<file path="config.mk">
export PLATFORM = sky130hd
export DESIGN_NAME = pipeline_sequencer
export DESIGN_NICKNAME = d
export VERILOG_FILES = /design/src/rtl/mips_pkg.sv /design/src/rtl/hazard_detect.sv /design/src/rtl/pipeline_sequencer.sv
export SDC_FILE = /design/constraint.sdc
export NUM_CORES = 1
export LEC_CHECK = 0
export ABC_CLOCK_PERIOD_IN_PS = 4600
export CAP_MARGIN = 10
export CORE_MARGIN = 1
export CORE_UTILIZATION = 51
export DETAILED_ROUTE_END_ITERATION = 10
export GPL_TIMING_DRIVEN = 0
export PLACE_DENSITY = 0.95
export SKIP_LAST_GASP = 1
export SYNTH_ARGS = -nofsm -noshare
export SYNTH_HDL_FRONTEND = slang
export SYNTH_SLANG_ARGS = --single-unit
</file>
<file path="constraint.sdc">
create_clock -name i_clock -period 4.6 [get_ports i_clock]
set_input_delay 0.69 -clock i_clock [delete_from_list [all_inputs] [get_ports i_clock]]
set_output_delay 0.69 -clock i_clock [all_outputs]
set_load 0.01 [all_outputs]
</file>
<file path="src/rtl/mips_pkg.sv">
// Shared constants and state encoding for the pipeline sequencer.
// Latency: n/a (types and constants only).
// Backpressure: n/a.
package mips_pkg;

  localparam int N_BITS_DEF       = 32;
  localparam int N_BITS_REG_DEF   = 5;
  localparam int DRAIN_CYCLES_DEF = 4;
  // Wide enough for DRAIN_CYCLES-1 over the legal range 1..15.
  localparam int DRAIN_CNT_W      = 4;

  typedef enum logic [2:0] {
    ST_IDLE   = 3'd0,
    ST_RUN    = 3'd1,
    ST_STEP   = 3'd2,
    ST_DRAIN  = 3'd3,
    ST_HALTED = 3'd4
  } seq_state_e;

endpackage

</file>
<file path="src/rtl/hazard_detect.sv">
// Load-use hazard comparator: flags a stall when the load in EX feeds ID.
// Latency: purely combinational, zero cycles.
// Backpressure: none; the stall output is the backpressure source itself.
module hazard_detect
  import mips_pkg::*;
#(
  parameter int N_BITS_REG = N_BITS_REG_DEF
) (
  input  logic                  stage_valid,
  input  logic                  ex_mem_read,
  input  logic [N_BITS_REG-1:0] ex_rt,
  input  logic [N_BITS_REG-1:0] id_rs,
  input  logic [N_BITS_REG-1:0] id_rt,
  output logic                  stall
);

  // Register 0 is hardwired, so a load into it never creates a dependency.
  assign stall = stage_valid & ex_mem_read & (ex_rt != '0) &
                 ((ex_rt == id_rs) | (ex_rt == id_rt));

endmodule

</file>
<file path="src/rtl/pipeline_sequencer.sv">
// Run/step/halt sequencer for the 5-stage pipeline with load-use stall control.
// Latency: control outputs are combinational from state; state moves on posedge.
// Backpressure: a load-use stall freezes PC and IF/ID and defers flush and halt.
module pipeline_sequencer
  import mips_pkg::*;
#(
  parameter int N_BITS       = N_BITS_DEF,
  parameter int N_BITS_REG   = N_BITS_REG_DEF,
  parameter int DRAIN_CYCLES = DRAIN_CYCLES_DEF
) (
  input  logic                  i_clock,
  input  logic                  i_reset,
  input  logic                  i_start,
  input  logic                  i_mode,
  input  logic                  i_step,
  input  logic                  i_halt_detected,
  input  logic                  i_ex_mem_read,
  input  logic [N_BITS_REG-1:0] i_ex_rt,
  input  logic [N_BITS_REG-1:0] i_id_rs,
  input  logic [N_BITS_REG-1:0] i_id_rt,
  input  logic                  i_branch_taken,
  output logic                  o_stage_valid,
  output logic                  o_pc_write,
  output logic                  o_if_id_write,
  output logic                  o_id_ex_bubble,
  output logic                  o_flush_if_id,
  output logic                  o_halted,
  output logic [2:0]            o_state,
  output logic [N_BITS-1:0]     o_cycle_count
);

  localparam logic [DRAIN_CNT_W-1:0] DRAIN_LOAD = DRAIN_CNT_W'(DRAIN_CYCLES - 1);
  localparam logic [DRAIN_CNT_W-1:0] DRAIN_ONE  = DRAIN_CNT_W'(1);
  localparam logic [N_BITS-1:0]      CNT_ONE    = N_BITS'(1);

  seq_state_e             state_q, state_d;
  logic [DRAIN_CNT_W-1:0] drain_q, drain_d;
  logic [N_BITS-1:0]      cycle_q;
  logic                   stage_valid;
  logic                   stall;

  // Stages advance only while the sequencer is actively running or draining.
  assign stage_valid = (state_q == ST_RUN) || (state_q == ST_STEP) ||
                       (state_q == ST_DRAIN);

  hazard_detect #(
    .N_BITS_REG (N_BITS_REG)
  ) u_hazard_detect (
    .stage_valid (stage_valid),
    .ex_mem_read (i_ex_mem_read),
    .ex_rt       (i_ex_rt),
    .id_rs       (i_id_rs),
    .id_rt       (i_id_rt),
    .stall       (stall)
  );

  // State, drain counter and cycle counter registers.
  always_ff @(posedge i_clock or negedge i_reset) begin
    if (!i_reset) begin
      state_q <= ST_IDLE;
      drain_q <= '0;
      cycle_q <= '0;
    end else begin
      state_q <= state_d;
      drain_q <= drain_d;
      // Saturate so a long debug session never wraps back to a small count.
      if (stage_valid && (cycle_q != '1)) begin
        cycle_q <= cycle_q + CNT_ONE;
      end
    end
  end

  // Next-state selection and per-state pipeline control.
  always_comb begin
    state_d        = state_q;
    drain_d        = drain_q;
    o_pc_write     = 1'b0;
    o_if_id_write  = 1'b0;
    o_id_ex_bubble = 1'b0;
    o_halted       = 1'b0;

    case (state_q)
      ST_IDLE: begin
        if (i_mode && i_step) begin
          state_d = ST_STEP;
        end else if (!i_mode && i_start) begin
          state_d = ST_RUN;
        end
      end
      ST_RUN, ST_STEP: begin
        o_pc_write     = ~stall;
        o_if_id_write  = ~stall;
        o_id_ex_bubble = stall;
        // A HALT held behind a stall is taken once the stall clears.
        if (i_halt_detected && !stall) begin
          state_d = ST_DRAIN;
          drain_d = DRAIN_LOAD;
        end else if (state_q == ST_STEP) begin
          state_d = ST_IDLE;
        end
      end
      ST_DRAIN: begin
        o_id_ex_bubble = stall;
        if (drain_q == '0) begin
          state_d = ST_HALTED;
        end else begin
          drain_d = drain_q - DRAIN_ONE;
        end
      end
      ST_HALTED: begin
        o_halted = 1'b1;
      end
      default: begin
        state_d = ST_IDLE;
      end
    endcase
  end

  // A taken branch squashes IF/ID only once the stall has released it.
  assign o_flush_if_id = i_branch_taken & stage_valid & ~stall;
  assign o_stage_valid = stage_valid;
  assign o_state       = state_q;
  assign o_cycle_count = cycle_q;

endmodule

</file>
==> impl_metrics.tcl <==
set metrics [dict create \
    synth-seq-cells 39 \
    area_delta_synth_final_pct 35.9 \
    ctsResizeCount 0 \
    avgSynthCellArea_um2 10.0 \
    startpoint_type "input port" \
    fin_tns_setup_ps 0 \
    cts_tree "yes" \
    ys.warnings.count 0 \
    yosysUniqueCellTypes 40 \
    synth_seq_area_share 0.453 \
    synth_area_um2 2160 \
    via_count 1902 \
    fmax_mhz 287 \
    max-vdd-ir-drop_mv 0.178 \
    htree_levels 2 \
    period_needed_ps 3480 \
    start_util 0.535 \
    postCtsHoldBufs 0 \
    required_ps 3910 \
    io_buffers 63 \
    grt_pass1_vias 1791 \
    numCtsBuffers 5 \
    finalHoldViolCount 0 \
    path_clk_slew_ps 80 \
    worstSetupPathType "input port to output port" \
    drt_wl_total_um 5310 \
    worstRegToRegCells 6 \
    finalInstanceArea_um2 2930 \
    antenna_left 0 \
    relSlewSlack 0.426 \
    synthCells 215 \
    clock_latency_ps 300 \
    die_h_um 67.0 \
    antenna_found_initial 0 \
    cp_data_arrival_time_ps 2790 \
    pwr-share-comb 0.065 \
    place_congestion 0.858 \
    ys_top_cells_by_area "dfrtp_1 (45%), xnor2_1 (15%), nand3_1 (4.2%)" \
    synth-edff-count 0 \
    setup_ws_ps 1120 \
    drc 0 \
    holdWs_ps 498 \
    tightest_slew_ps 862 \
    drv_cap 0 \
    power_leakage_nw 1.17 \
    synth_largest_area_cell "dfrtp_1" \
    finalNetCount 311 \
    placed_cell_area_um2 2840 \
    clkPwrFrac 0.376 \
    finalClockSkew_ps 9.31 \
    final_util 0.727 \
    worstReg2RegStart "o_cycle_count[0]" \
    seq_power_share 0.559 \
    drt_pre_antenna_iters 4 \
    hold_class "input port to asynchronous set/reset pin" \
    netlist_top_cells_count "dfrtp_1 (39), xnor2_1 (36), nand2_1 (19)" \
    switching_share 0.230 \
    setup.worst_path.end_class "output port" \
    slew_violations 0 \
    finalSetupViolCount 0 \
    timing.final.crit_share 0.757 \
    clock_sinks 39 \
    clock_path_buffers 2 \
    instances_no_fill 336 \
    grt_pass1_wl_um 8420 \
    grt_overflow 0 \
    crit_fanout 4 \
    grtUsageTotal 0.254 \
    antenna_cells 0 \
    power.switching_mw 0.141 \
    status "complete, no violations" \
    rsz0062_at_grt "false" \
    rows 23 \
    die_x_um 67.0 \
    dp_slack_ps 1120 \
    post_cts_buffers 0 \
    power_mw 0.613 \
    grt_max_degree 40 \
    core-area_um2 4030 \
    yosysMostFrequentCell "dfrtp_1" \
    ios 64 \
    syn_nets 241 \
    synth_ff_type "dfrtp_1" \
    r2r_end "o_cycle_count[30]" \
    reg2reg_setup_slack_ps 2330 \
    die_area_um2 4490 \
    drtIter0Drc 137 \
    drive_gt1_frac 0.0804 \
    via_per_inst 5.66 \
    ys_async_sr_fraction 1.00 \
    post-place-cells 328 \
    root_buffer "clkbuf_8" \
    wl_per_cell_um 15.8 \
    yosysTopAreaCellShare 0.453 \
    hpwl_um 3840 \
    intPower_mw 0.472 \
    powerDensity_nw_per_um2 209 \
]
[state kept, by name, indices dropped and copies added, names as in the netlist]
| register | flops |
|---|---|
| o_cycle_count | 32 |
| o_state | 3 |
| drain_q | 4 |
[critical path, stage by stage]
cell and delay, ps:
clkdlybuf4s50_1 480, or3_1 390, o311a_1 330, nand2_1 120, and2_1 150, buf_4 100, clkdlybuf4s50_1 520
[per-layer routing]
layer | vias up | GRT usage | share of wire
li1 | 898 | - | -
met1 | 929 | 0.308 | 0.43
met2 | 59 | 0.430 | 0.51
met3 | 16 | 0.0651 | 0.043
met4 | 0 | 0.0851 | 0.021
met5 | - | 0 | 0
[layout make-up]
type / instances / area [um^2]
Sequential cell: 39 / 976
Tap cell: 50 / 62.6
Fill cell: 299 / 1100
Clock inverter: 2 / 12.5
Buffer: 4 / 27.5
Timing Repair Buffer: 63 / 626
Clock buffer: 6 / 72.6
Multi-Input combinational cell: 167 / 1130
Inverter: 5 / 18.8
[power by group through the flow]
| stage | logic [mW] | registers [mW] | clock network, mW |
|---|---|---|---|
| 4_1_cts | 0.0404 | 0.343 | 0.230 |
| 3_5_place_dp | 0.0402 | 0.349 | 0 |
| 3_3_place_gp | 0.0391 | 0.349 | 0 |
| 6_report | 0.0401 | 0.343 | 0.230 |
| 2_1_floorplan | 0.0105 | 0.349 | 0 |
| 5_1_grt | 0.0432 | 0.342 | 0.247 |
[cell families (layout without fill, tap and decap cells)]
group	count (synthesis)	after routing	synth area share
DFF	39	39	0.453
adders and majority gates	3	3	0.0174
AOI/OAI and AO/OA	25	25	0.0900
xor gates and xnor gates	40	40	0.163
and+or+nand+nor	97	97	0.246
buffers and inverters	9	80	0.0215
muxes	2	2	0.0104
[layout by cell type (no fill, tap or decap), types with 7 or more instances in the layout]
| cell type | n |
|---|---|
| clkdlybuf4s50_1 | 62 |
| dfrtp_1 | 39 |
| xnor2_1 | 36 |
| nand2_1 | 19 |
| nand3_1 | 18 |
| nor2_1 | 17 |
| nand4_1 | 13 |
| and3_1 | 7 |
| a21oi_1 | 7 |
[how the worst max path moves through the flow]
stage                           from    endpoint  slack (ps)  cells past startpoint
after floorplan           i_ex_rt[1]  o_pc_write        2130                      5
after global placement    i_ex_rt[1]  o_pc_write        1120                      7
after detailed placement  i_ex_rt[1]  o_pc_write        1120                      7
after CTS                 i_ex_rt[1]  o_pc_write        1130                      7
after global routing      i_ex_rt[1]  o_pc_write        1050                      7
final                     i_ex_rt[1]  o_pc_write        1120                      7
No activity file was read; power rests on OpenSTA's default activity.
